<file path="src/rtl/maze_pkg.sv">
// maze_pkg: shared sizes, FSM state encoding and default force-open masks
//   H_N, V_N, NBITS          : maze geometry and wall-mask width
//   ST_* / state_t           : 3-bit scheduler state encoding
//   OPEN_H_DEF, OPEN_V_DEF   : wall bits that are always forced open
package maze_pkg;
    localparam int H_N = 5;
    localparam int V_N = 5;
    localparam int NBITS = H_N * V_N;
    localparam logic [2:0] ST_IDLE = 3'd0;
    localparam logic [2:0] ST_FETCH_H = 3'd1;
    localparam logic [2:0] ST_FETCH_V = 3'd2;
    localparam logic [2:0] ST_WAIT_FRAME = 3'd3;
    localparam logic [2:0] ST_COMMIT = 3'd4;
    typedef enum logic [2:0] {
        IDLE = ST_IDLE,
        FETCH_H = ST_FETCH_H,
        FETCH_V = ST_FETCH_V,
        WAIT_FRAME = ST_WAIT_FRAME,
        COMMIT = ST_COMMIT
    } state_t;
    localparam logic [NBITS-1:0] OPEN_H_DEF = 25'h0000001;
    localparam logic [NBITS-1:0] OPEN_V_DEF = 25'h1000000;
endpackage

</file>
<file path="src/rtl/maze_wall_scheduler_if.sv">
// maze_wall_scheduler_if: the two LFSR valid/ready random-word channels
//   rnd_h_data/valid/ready : horizontal-wall random word channel
//   rnd_v_data/valid/ready : vertical-wall random word channel
//   master = LFSR source side, slave = scheduler side
interface maze_wall_scheduler_if;
    logic [maze_pkg::NBITS-1:0] rnd_h_data;
    logic [maze_pkg::NBITS-1:0] rnd_v_data;
    logic rnd_h_valid;
    logic rnd_h_ready;
    logic rnd_v_valid;
    logic rnd_v_ready;
    modport master (
        output rnd_h_data, rnd_h_valid, rnd_v_data, rnd_v_valid,
        input rnd_h_ready, rnd_v_ready
    );
    modport slave (
        input rnd_h_data, rnd_h_valid, rnd_v_data, rnd_v_valid,
        output rnd_h_ready, rnd_v_ready
    );
endinterface

</file>
<file path="src/rtl/rand_fetch_port.sv">
// rand_fetch_port: one valid/ready capture register, ready acts as the enable
//   clk, rst_n   : clock, asynchronous active-low reset
//   valid, ready : handshake; a word is taken when both are high
//   data         : incoming random word
//   fire         : handshake completes this cycle
//   cap          : last captured word (cleared by reset)
module rand_fetch_port
    import maze_pkg::*;
(
    input  logic             clk,
    input  logic             rst_n,
    input  logic             valid,
    input  logic             ready,
    input  logic [NBITS-1:0] data,
    output logic             fire,
    output logic [NBITS-1:0] cap
);
    assign fire = valid & ready;

    always_ff @(posedge clk or negedge rst_n) begin
        if (!rst_n) cap <= '0;
        else if (fire) cap <= data;
    end
endmodule

</file>
<file path="src/rtl/maze_wall_scheduler.sv">
// maze_wall_scheduler: fetches h/v random words and commits wall masks at frame start
//   pixel_clk, reset      : clock, asynchronous active-low reset
//   regen_req             : one-cycle request for a new maze
//   frame_start           : one-cycle pulse at the first blanked line
//   rnd (slave)           : h and v random-word valid/ready channels
//   wall_h, wall_v        : committed wall masks, 1 = wall drawn
//   busy                  : scheduler not idle
//   commit_pulse          : high during the cycle the masks are loaded
module maze_wall_scheduler
    import maze_pkg::*;
#(
    parameter int               AUTO_FRAMES = 60,
    parameter logic [NBITS-1:0] OPEN_H      = OPEN_H_DEF,
    parameter logic [NBITS-1:0] OPEN_V      = OPEN_V_DEF
) (
    input  logic                 pixel_clk,
    input  logic                 reset,
    input  logic                 regen_req,
    input  logic                 frame_start,
    maze_wall_scheduler_if.slave rnd,
    output logic [NBITS-1:0]     wall_h,
    output logic [NBITS-1:0]     wall_v,
    output logic                 busy,
    output logic                 commit_pulse
);
    localparam bit AUTO_EN = AUTO_FRAMES > 0;
    localparam logic [7:0] AUTO_LAST = 8'(AUTO_EN ? AUTO_FRAMES - 1 : 0);

    state_t           state;
    logic             pending;
    logic             h_ready;
    logic             v_ready;
    logic             h_fire;
    logic             v_fire;
    logic [7:0]       frame_cnt;
    logic [NBITS-1:0] cap_h;
    logic [NBITS-1:0] cap_v;
    logic             auto_hit;
    logic             trigger;

    assign rnd.rnd_h_ready = h_ready;
    assign rnd.rnd_v_ready = v_ready;
    assign auto_hit = AUTO_EN && frame_start && frame_cnt == AUTO_LAST;
    assign trigger = regen_req | pending | auto_hit;

    rand_fetch_port u_fetch_h (
        .clk  (pixel_clk),
        .rst_n(reset),
        .valid(rnd.rnd_h_valid),
        .ready(h_ready),
        .data (rnd.rnd_h_data),
        .fire (h_fire),
        .cap  (cap_h)
    );

    rand_fetch_port u_fetch_v (
        .clk  (pixel_clk),
        .rst_n(reset),
        .valid(rnd.rnd_v_valid),
        .ready(v_ready),
        .data (rnd.rnd_v_data),
        .fire (v_fire),
        .cap  (cap_v)
    );

    always_ff @(posedge pixel_clk or negedge reset) begin
        if (!reset) begin
            state <= IDLE;
            wall_h <= '0;
            wall_v <= '0;
            h_ready <= 1'b0;
            v_ready <= 1'b0;
            busy <= 1'b0;
            commit_pulse <= 1'b0;
            pending <= 1'b0;
            frame_cnt <= '0;
        end else begin
            commit_pulse <= 1'b0;
            case (state)
                IDLE: begin
                    if (trigger) begin
                        state <= FETCH_H;
                        h_ready <= 1'b1;
                        busy <= 1'b1;
                        pending <= 1'b0;
                        frame_cnt <= '0;
                    end else if (frame_start && frame_cnt != 8'hFF) begin
                        frame_cnt <= frame_cnt + 8'd1;
                    end
                end
                FETCH_H: begin
                    if (h_fire) begin
                        state <= FETCH_V;
                        h_ready <= 1'b0;
                        v_ready <= 1'b1;
                    end
                end
                FETCH_V: begin
                    if (v_fire) begin
                        state <= WAIT_FRAME;
                        v_ready <= 1'b0;
                    end
                end
                WAIT_FRAME: begin
                    if (frame_start) begin
                        state <= COMMIT;
                        commit_pulse <= 1'b1;
                    end
                end
                COMMIT: begin
                    wall_h <= ~cap_h & ~OPEN_H;
                    wall_v <= ~cap_v & ~OPEN_V;
                    state <= IDLE;
                    busy <= 1'b0;
                end
                default: begin
                    state <= IDLE;
                    h_ready <= 1'b0;
                    v_ready <= 1'b0;
                    busy <= 1'b0;
                end
            endcase
            // A request arriving while a sequence runs (COMMIT included) is held one-deep
            if (state != IDLE && regen_req) pending <= 1'b1;
        end
    end
endmodule

</file>
<file path="src/flat_wrapper.sv">
// flat-port wrapper written by rule: the top's interface ports become plain ports
module maze_wall_scheduler_flat import maze_pkg::*;
#(
    parameter int               AUTO_FRAMES = 60,
    parameter logic [NBITS-1:0] OPEN_H      = OPEN_H_DEF,
    parameter logic [NBITS-1:0] OPEN_V      = OPEN_V_DEF
)
  (pixel_clk, reset, regen_req, frame_start, wall_h, wall_v, busy, commit_pulse, rnd_rnd_h_data, rnd_rnd_h_valid, rnd_rnd_v_data, rnd_rnd_v_valid, rnd_rnd_h_ready, rnd_rnd_v_ready);
  maze_wall_scheduler_if rnd_i ();
  input  logic pixel_clk;
  input  logic reset;
  input  logic regen_req;
  input  logic frame_start;
  output logic [NBITS-1:0] wall_h;
  output logic [NBITS-1:0] wall_v;
  output logic busy;
  output logic commit_pulse;
  input wire logic [$bits(rnd_i.rnd_h_data)-1:0] rnd_rnd_h_data;
  input wire logic [$bits(rnd_i.rnd_h_valid)-1:0] rnd_rnd_h_valid;
  input wire logic [$bits(rnd_i.rnd_v_data)-1:0] rnd_rnd_v_data;
  input wire logic [$bits(rnd_i.rnd_v_valid)-1:0] rnd_rnd_v_valid;
  output wire logic [$bits(rnd_i.rnd_h_ready)-1:0] rnd_rnd_h_ready;
  output wire logic [$bits(rnd_i.rnd_v_ready)-1:0] rnd_rnd_v_ready;
  assign rnd_i.rnd_h_data = rnd_rnd_h_data;
  assign rnd_i.rnd_h_valid = rnd_rnd_h_valid;
  assign rnd_i.rnd_v_data = rnd_rnd_v_data;
  assign rnd_i.rnd_v_valid = rnd_rnd_v_valid;
  assign rnd_rnd_h_ready = rnd_i.rnd_h_ready;
  assign rnd_rnd_v_ready = rnd_i.rnd_v_ready;
  maze_wall_scheduler #(.AUTO_FRAMES(AUTO_FRAMES), .OPEN_H(OPEN_H), .OPEN_V(OPEN_V)) u_core (.pixel_clk(pixel_clk), .reset(reset), .regen_req(regen_req), .frame_start(frame_start), .rnd(rnd_i), .wall_h(wall_h), .wall_v(wall_v), .busy(busy), .commit_pulse(commit_pulse));
endmodule
</file>
<file path="config.mk">
export PLATFORM = sky130hd
export DESIGN_NAME = maze_wall_scheduler_flat
export DESIGN_NICKNAME = d
export VERILOG_FILES = /design/src/rtl/maze_pkg.sv /design/src/rtl/maze_wall_scheduler_if.sv /design/src/rtl/rand_fetch_port.sv /design/src/rtl/maze_wall_scheduler.sv /design/src/flat_wrapper.sv
export SDC_FILE = /design/constraint.sdc
export NUM_CORES = 1
export LEC_CHECK = 0
export BUFFER_PORTS_ARGS = -buffer_cell sky130_fd_sc_hd__clkbuf_2
export CORE_MARGIN = 2
export CORE_UTILIZATION = 40
export CTS_BUF_LIST = sky130_fd_sc_hd__clkbuf_4
export DETAILED_ROUTE_END_ITERATION = 8
export MAX_ROUTING_LAYER = met4
export PLACE_DENSITY = 0.64
export SETUP_SLACK_MARGIN = 0.02
export SLEW_MARGIN = 20
export SYNTH_ARGS = -nofsm -noshare
export SYNTH_HDL_FRONTEND = slang
export SYNTH_HIERARCHICAL = 1
export SYNTH_SLANG_ARGS = --single-unit
</file>
<file path="constraint.sdc">
create_clock -name pixel_clk -period 1.65 [get_ports pixel_clk]
set_input_delay 0.165 -clock pixel_clk [delete_from_list [all_inputs] [get_ports pixel_clk]]
set_output_delay 0.165 -clock pixel_clk [all_outputs]
set_load 0.02 [all_outputs]
</file>
# == Word-level counts from Yosys, hierarchy flattened ==
# Index checks and enable logic that the tools add are counted.
# totals
elab_cells,67
in_bits,56
reg_bits,113
# op_classes
bitwise,9
reduce_logical,17
muxes,19
n_eq_ne,10
n_addsub,1
# ops
cell,count
inverter 25 bit,1
inverter 24 bit,1
two-way mux 8 bit,2
two-way mux 3 bit,4
case mux 3 bit (4 select lines),1
two-way mux 1 bit,9
OR reduction 3 bit,3
"adder 8 x 1 -> 8 bit, second input constant",1
"== test 8 x 6 -> 1 bit, second input constant",1
"inequality test 8 bit, second input constant",1
"== test 3 x 2 -> 1 bit, second input constant",2
case mux 1 bit (3 select lines),2
AND reduction 2 bit,3
AND reduction 3 bit,2
nonzero test 2 bit,3
"inequality test 2 x 1 -> 1 bit, second input constant",2
"inequality test 2 bit, second input constant",2
AND reduction 4 bit,1
"== test 3 x 1 -> 1 bit, second input constant",1
"== test 3 bit, second input constant",1
logical AND 1 bit,3
zero test 3 bit,1
inverter 1 bit,3
nonzero test 3 bit,1
other kinds (3),5

# == Depth between registers and ports, before layout ==
# Gate-level depths: netlist (run 1).
# logic_depth
depth_word,6
mapped_depth,7
ltp_nobuf,6

# == Modules after synthesis ==
# Netlist (run 1), hierarchy kept.
# modules_own_cells
mod,area_per_inst_um2,cells_each,seq_area_each_um2,n_inst
maze_wall_scheduler,2563.7,247,1601.5,1
rand_fetch_port,1016.0,54,625.6,2

# == Worst setup path after synthesis (run 1) ==
# OpenSTA, ideal clock, no wires.
# synth_path
kind,flip-flop to flip-flop
startpoint,register u_core.state[0]
endpoint,register u_core.frame_cnt[5]
t_arrival_ns,1.551
slack_ns,0.000
period_less_slack_ns,1.650
path_buffers,2
stages_incl_launch_ff,6
path_cell_list,dfrtp_1 -> buf_6 -> or3_4 -> buf_6 -> or3_4 -> o311ai_4
# synth_between
elab_chain_len,2
# synth_lines
element,line,source
start: declaration,maze_wall_scheduler.sv:29,state_t state;
start signal: assignment,maze_wall_scheduler.sv:68,state <= IDLE;
start signal: assignment,maze_wall_scheduler.sv:82,state <= FETCH_H;
start signal: assignment,maze_wall_scheduler.sv:93,state <= FETCH_V;
zero test 3 bit,maze_wall_scheduler.sv:79,case (state)
AND reduction 2 bit (no source line),n/a,
end signal: assignment,maze_wall_scheduler.sv:88,frame_cnt <= frame_cnt + 8'd1;
end: declaration,maze_wall_scheduler.sv:35,logic [7:0] frame_cnt;
# Every way passes these cells.
# A chain may end at the register's enable or synchronous reset.

# == Worst setup path after layout (run 1) ==
# layout_path
startpoint,register u_core.frame_cnt[1]
endpoint,register u_core.frame_cnt[5]
# layout_between
elab_chain_len,5
word_cells_on_any_way,10
cone_classes,1 x add/sub; 2 x eq/ne; 2 x mux; 1 x bitwise; 4 x reduce/logical
# layout_lines
element
"parallel branches: the longest is 5 deep, another holds adder 8 x 1 -> 8 bit"
# Parallel ways; which one is timed is not known. The select of a mux whose other input is x is not followed.

==> flow_summary.toml, run 1 <==
[setup_path]
setup.worst_path.end_class = "flop"
crit_arrival_ns = 2.02
timing.critical_path.from_type = "flop"
rrSetupSlack_ns = 0.01
critical_path.reg2reg.endpoint = "u_core/frame_cnt[5]"
worstSetupPathType = "reg -> reg"
worstPathRequired_ns = 2.03
reg2reg_depth = 5
crit_fanout = 3
launching_point_of_the_worst_reg2reg_path = "u_core/frame_cnt[1]"

[detailed_routing]
drtPass1Iterations = 4
detailedRoute.firstIterationViolations = 134
postRouteAntennaNets = 0
vias = 3209
wl_per_cell_um = 14.54
drt-vias-per-instance = 4.797
drt-total-wl_um = 9727
drc = 0

[timing]
finalSetupViolCount = 0
fin_worst_skew_ns = 0.009615
post-route-period-util_pct = 99.25
fmax_ghz = 0.6107
finalHoldViolations = 0
grt_setup_unrepaired = "yes"
whs_ns = 0.07618
post-route-min-period_ns = 1.638
finalMaxSlewViolations = 0
final_worst_slack_ns = 0.01241

[status]
run_status = "completed"

[power_and_ir_drop]
powerDensity_nw_per_um2 = 1600
irDropWorstVdd_uv = 904.1
power.static_leakage_nw = 2.985
power.total_mw = 9.713

[clock_tree]
tritoncts_num_sinks = 112
cts_root_buf = "sky130_fd_sc_hd__clkbuf_4"
htree_levels = 3
clk_pin_slew_ns = 0.16
tritoncts_clock_tree = "yes"
clk_path_buf_depth = 2
clk_latency_ns = 0.46
cts-buffers-inserted = 9

[finish]
antenna-diode-count = 0
num-fill-cells = 942
num-nets-final = 581
post_route_cells_drive_above_1_share_pct = 38.94
synthToLayoutAreaGrowth_pct = 34.25

[die]
placeableCoreArea_um2 = 10940
fp.dieH_um = 110.3
rows = 38
num_io_pins = 110
initial_utilization_pct = 41.36
die_area_um2 = 12170
die_w_um = 110.3

[min_path]
hold_start = "frame_start"
timing.hold.worst.class = "in -> reg"
whs_path_depth = 3
hold_end = "u_core/state[2]"

[global_routing]
grt_use_met2_pct = 28.26
grt_use_met1_pct = 22.18
global_route_wire_length_before_repair_um = 16050
grt_pass1_vias = 3275
busiest_layer = "met2"
groute.usage.overall_pct = 17.72
grt_start_max_net_pins = 97
overflow = 0
global_route.usage.met3_pct = 5.879
antenna_found_initial = 0

[placement]
detailedPlace.worstSlack_ns = -0.1080
place_congestion = 0.8701
post-dp-hpwl_um = 6244
number_of_buffers_inserted_by_port_buffering = 105

[synth]
syn-cell-area_um2 = 4523
synthesis_warning_total = 6
synth_cells = 351
synth.avg_cell_area_um2 = 12.89

[run]
max_cap_violations = 0
==> worst max-delay path by stage <==
stage | startpoint | end | slack, ns
after floorplan | u_core/frame_cnt[0] | u_core/frame_cnt[5] | 0.02
after global placement | u_core/frame_cnt[0] | u_core/frame_cnt[5] | -0.04
after detailed placement | u_core/frame_cnt[0] | u_core/frame_cnt[5] | -0.11
after CTS | u_core/frame_cnt[1] | u_core/frame_cnt[1] | 0.02
after global routing | u_core/frame_cnt[1] | u_core/frame_cnt[5] | -0.07
final | u_core/frame_cnt[1] | u_core/frame_cnt[5] | 0.01
==> cell type report <==
class                   instances  area (um^2)  share of cell area (%)
clock buffers                   9        67.56                   1.113
clock inverters                 7        118.9                   1.958
inverters                       6        22.52                  0.3709
multi-input cells             215         1627                   26.79
flip-flops and latches        112         2803                   46.16
well taps                     140        175.2                   2.885
repair buffers                180         1259                   20.73
==> power breakdown <==
part	total (mW)	switching, mW	internal, mW
Combinational	3.70	1.97	1.73
Clock	1.66	0.887	0.769
Sequential	4.36	0.579	3.78
==> registers in the layout, summed over array words and instances, names as in the netlist <==
name,flops
u_core/busy,1
u_core/commit_pulse,1
u_core/frame_cnt,8
u_core/pending,1
u_core/rnd.rnd_h_ready,1
u_core/rnd.rnd_v_ready,1
u_core/state,3
u_core/u_fetch_h/cap,24
u_core/u_fetch_v/cap,24
u_core/wall_h,24
u_core/wall_v,24
==> cells in the final DEF (no fill, tap or decap), types with 4 or more instances in the layout <==
cell type and count:
sky130_fd_sc_hd__buf_4 22, sky130_fd_sc_hd__mux2_2 10, sky130_fd_sc_hd__dfrtp_1 112, sky130_fd_sc_hd__mux2_4 38, sky130_fd_sc_hd__clkbuf_2 104, sky130_fd_sc_hd__nor3_1 4
sky130_fd_sc_hd__nor2_1 4, sky130_fd_sc_hd__nand2_1 55, sky130_fd_sc_hd__o21ai_0 55, sky130_fd_sc_hd__inv_1 6, sky130_fd_sc_hd__a21oi_1 4, sky130_fd_sc_hd__clkbuf_4 9
sky130_fd_sc_hd__dlygate4sd3_1 49
==> per-layer routing <==
metal / share of wire, % / vias up
met2: 49 / 87
met4: 0.63 / 0
met5: 0 / -
met3: 5.2 / 7
met1: 45 / 1547
li1: - / 1568
==> repair_timing <==
| item | in CTS | in global routing |
|---|---|---|
| resized for setup | 3 | 7 |
| endpoints found under the setup margin | 7 | 8 |
| setup buffers | 6 | 1 |
| pin swaps | 4 | 2 |
| hold endpoints to repair | 160 | 0 |
| hold buffers | 49 | 0 |
==> worst max-delay path: stages, from the launching register on <==
cell and delay, ns:
sky130_fd_sc_hd__dfrtp_1 0.44, sky130_fd_sc_hd__ha_4 0.18, sky130_fd_sc_hd__nand4_1 0.13, sky130_fd_sc_hd__o21ai_1 0.12
sky130_fd_sc_hd__or3_4 0.41, sky130_fd_sc_hd__o311ai_4 0.27
==> through the flow <==
step / setup TNS, ns / std cells / cell area, um^2 / utilization (%)
final: 0 / 669 / 6072 / 55.53
after global routing: -0.1677 / 669 / 6072 / 55.53
after floorplan: 0 / 352 / 4527 / -
after global placement: -0.04167 / 598 / 5295 / 48.42
after CTS: 0 / 668 / 6030 / 55.14
after detailed placement: -0.1462 / 598 / 5295 / 48.42
Power figures use the tool's default switching activity.
==> run 2, diff against run 1 <==
==> constraint.sdc (replaced) <==
create_clock -name pixel_clk -period 1.35 [get_ports pixel_clk]
set_input_delay 0.135 -clock pixel_clk [delete_from_list [all_inputs] [get_ports pixel_clk]]
set_output_delay 0.135 -clock pixel_clk [all_outputs]
set_load 0.02 [all_outputs]
==> flow_summary.toml, run 2 (synthesis gave the netlist of run 1 again) <==
[finish]
commonest_non_fill_non_tap_cell_in_the_layout = "sky130_fd_sc_hd__dfrtp_1"
mostFrequentLayoutCells = "sky130_fd_sc_hd__dfrtp_1, sky130_fd_sc_hd__clkbuf_2, sky130_fd_sc_hd__dlygate4sd3_1"
post_route_cells_drive_above_1_share_pct = 59.30
num-nets-final = 623
synthToLayoutAreaGrowth_pct = 59.14
finish.instance_area_um2 = 7198
utilization_pct = 65.82

[die]
num_io_pins = 110
placeableCoreArea_um2 = 10940
die_area_um2 = 12170
fp.dieH_um = 110.3
initial_utilization_pct = 41.36
rows = 38
die_w_um = 110.3

[detailed_routing]
wl_per_cell_um = 18.54
drtPass1Iterations = 6
drc = 0
drt-total-wl_um = 13180
detailedRoute.firstIterationViolations = 198
vias = 3585
drt-vias-per-instance = 5.042
postRouteAntennaNets = 0

[timing]
fmax_ghz = 0.6084
finalHoldViolations = 0
post-route-min-period_ns = 1.644
final_worst_slack_ns = -0.2937
fin_worst_skew_ns = 0.01503
post-route-period-util_pct = 121.8
worst-slew-pin-transition_ns = 0.4899
grt_setup_unrepaired = "yes"
finalSetupViolCount = 59
worst_slew_margin_pct = 67.09
finalMaxSlewViolations = 0

[clock_tree]
cts-buffers-inserted = 9
htree_levels = 3
tritoncts_clock_tree = "yes"
clk_latency_ns = 0.46
clk_pin_slew_ns = 0.16
cts_root_buf = "sky130_fd_sc_hd__clkbuf_4"
tritoncts_num_sinks = 112
clk_path_buf_depth = 2

[setup_path]
worst_path_largest_cell_delay_ns = 0.54
worstSetupPathType = "reg -> reg"
worstPathRequired_ns = 1.74
critPathSlowestCell = "sky130_fd_sc_hd__or4_1"
crit_fanout = 4
worstPathCellList = "ha_4 -> nand4b_1 -> o41ai_4 -> or4_1 -> o21ai_1"
timing.critical_path.from_type = "flop"
setup.worst_path.end_class = "flop"
crit_arrival_ns = 2.04

[power_and_ir_drop]
powerDensity_nw_per_um2 = 1879
irDropWorstVdd_uv = 1064
power.static_leakage_nw = 3.423

[global_routing]
antenna_found_initial = 1
groute.usage.overall_pct = 18.37
grt_start_max_net_pins = 52
overflow = 0
global_route_wire_length_before_repair_um = 16660
grt_pass1_vias = 3449

[min_path]
timing.hold.worst.class = "in -> async"

[placement]
cell_area_after_placement_um2 = 5448
number_of_buffers_inserted_by_port_buffering = 105
post-dp-hpwl_um = 6338
place_congestion = 0.8098

[status]
failed_checks = "setup timing"
run_status = "complete, but fails checks"

[run]
max_cap_violations = 0
run 2: layout make-up:
type	instances	area [um^2]
repair buffers	219	1928
well taps	140	175.2
clock inverters	5	25.02
diodes	1	2.502
fillers	781	3737
multi-input cells	218	2165
inverters	6	22.52
clock buffers	10	75.07
flip-flops and latches	112	2805
run 2: worst max-delay path, delay by kind of cell (launching register included):
family,cells,cell delay (ns)
AO/OA/AOI/OAI,2,0.23
flip-flops,1,0.45
adder cells (fa/ha/maj),1,0.18
AND/OR/NAND/NOR,2,0.72
run 2: path summary, 6_finish.rpt:
path / from / endpoint / slack (ns) / depth (start not counted)
max: u_core/frame_cnt[1] / u_core/frame_cnt[3] / -0.29 / 5
min: reset / u_core/wall_v[7] / 0.06 / 2
max reg2reg: u_core/frame_cnt[1] / u_core/frame_cnt[3] / -0.29 / 5
min reg2reg: u_core/u_fetch_v/cap[0] / u_core/wall_v[0] / 0.46 / 1
max in group asynchronous: reset / u_core/rnd.rnd_v_ready / 0.75 / 3
min in group pixel_clk: regen_req / u_core/state[0] / 0.09 / 5
run 2: power breakdown:
part,internal [mW],switching [mW]
sequential,4.64,1.06
combinational,3.27,3.15
clock,0.375,1.02
total,8.28,5.24
run 2: metal layers:
layer	global-route usage (%)	routed length (um)	vias up
met5	-	0	-
met4	7.768	286	0
met3	3.116	572	23
met2	29.27	6548	101
met1	23.30	5775	1794
li1	-	-	1667
run 2: what timing repair did:
action	4_1_cts	5_1_grt
endpoints found under the hold margin	160	0
cloned	2	19
endpoints found under the setup margin	35	55
buffers inserted	7	9
resized for setup	29	166
hold buffers	49	0
pin swaps	10	31
run 2: per-stage QoR:
step | hold WS, ns | setup slack (ns) | TNS (ns) | power (mW) | cells
after floorplan | -0.1606 | -0.2640 | -1.390 | 8.219 | 352
after global placement | 0.01397 | -0.2279 | -1.290 | 9.678 | 610
after detailed placement | 0.02031 | -0.2973 | -1.869 | 9.817 | 610
after CTS | 0.04806 | -0.2334 | -1.319 | 11.62 | 682
after global routing | 0.05648 | -0.3384 | -11.78 | 14.33 | 711
final | 0.06441 | -0.2937 | -7.377 | 13.52 | 711
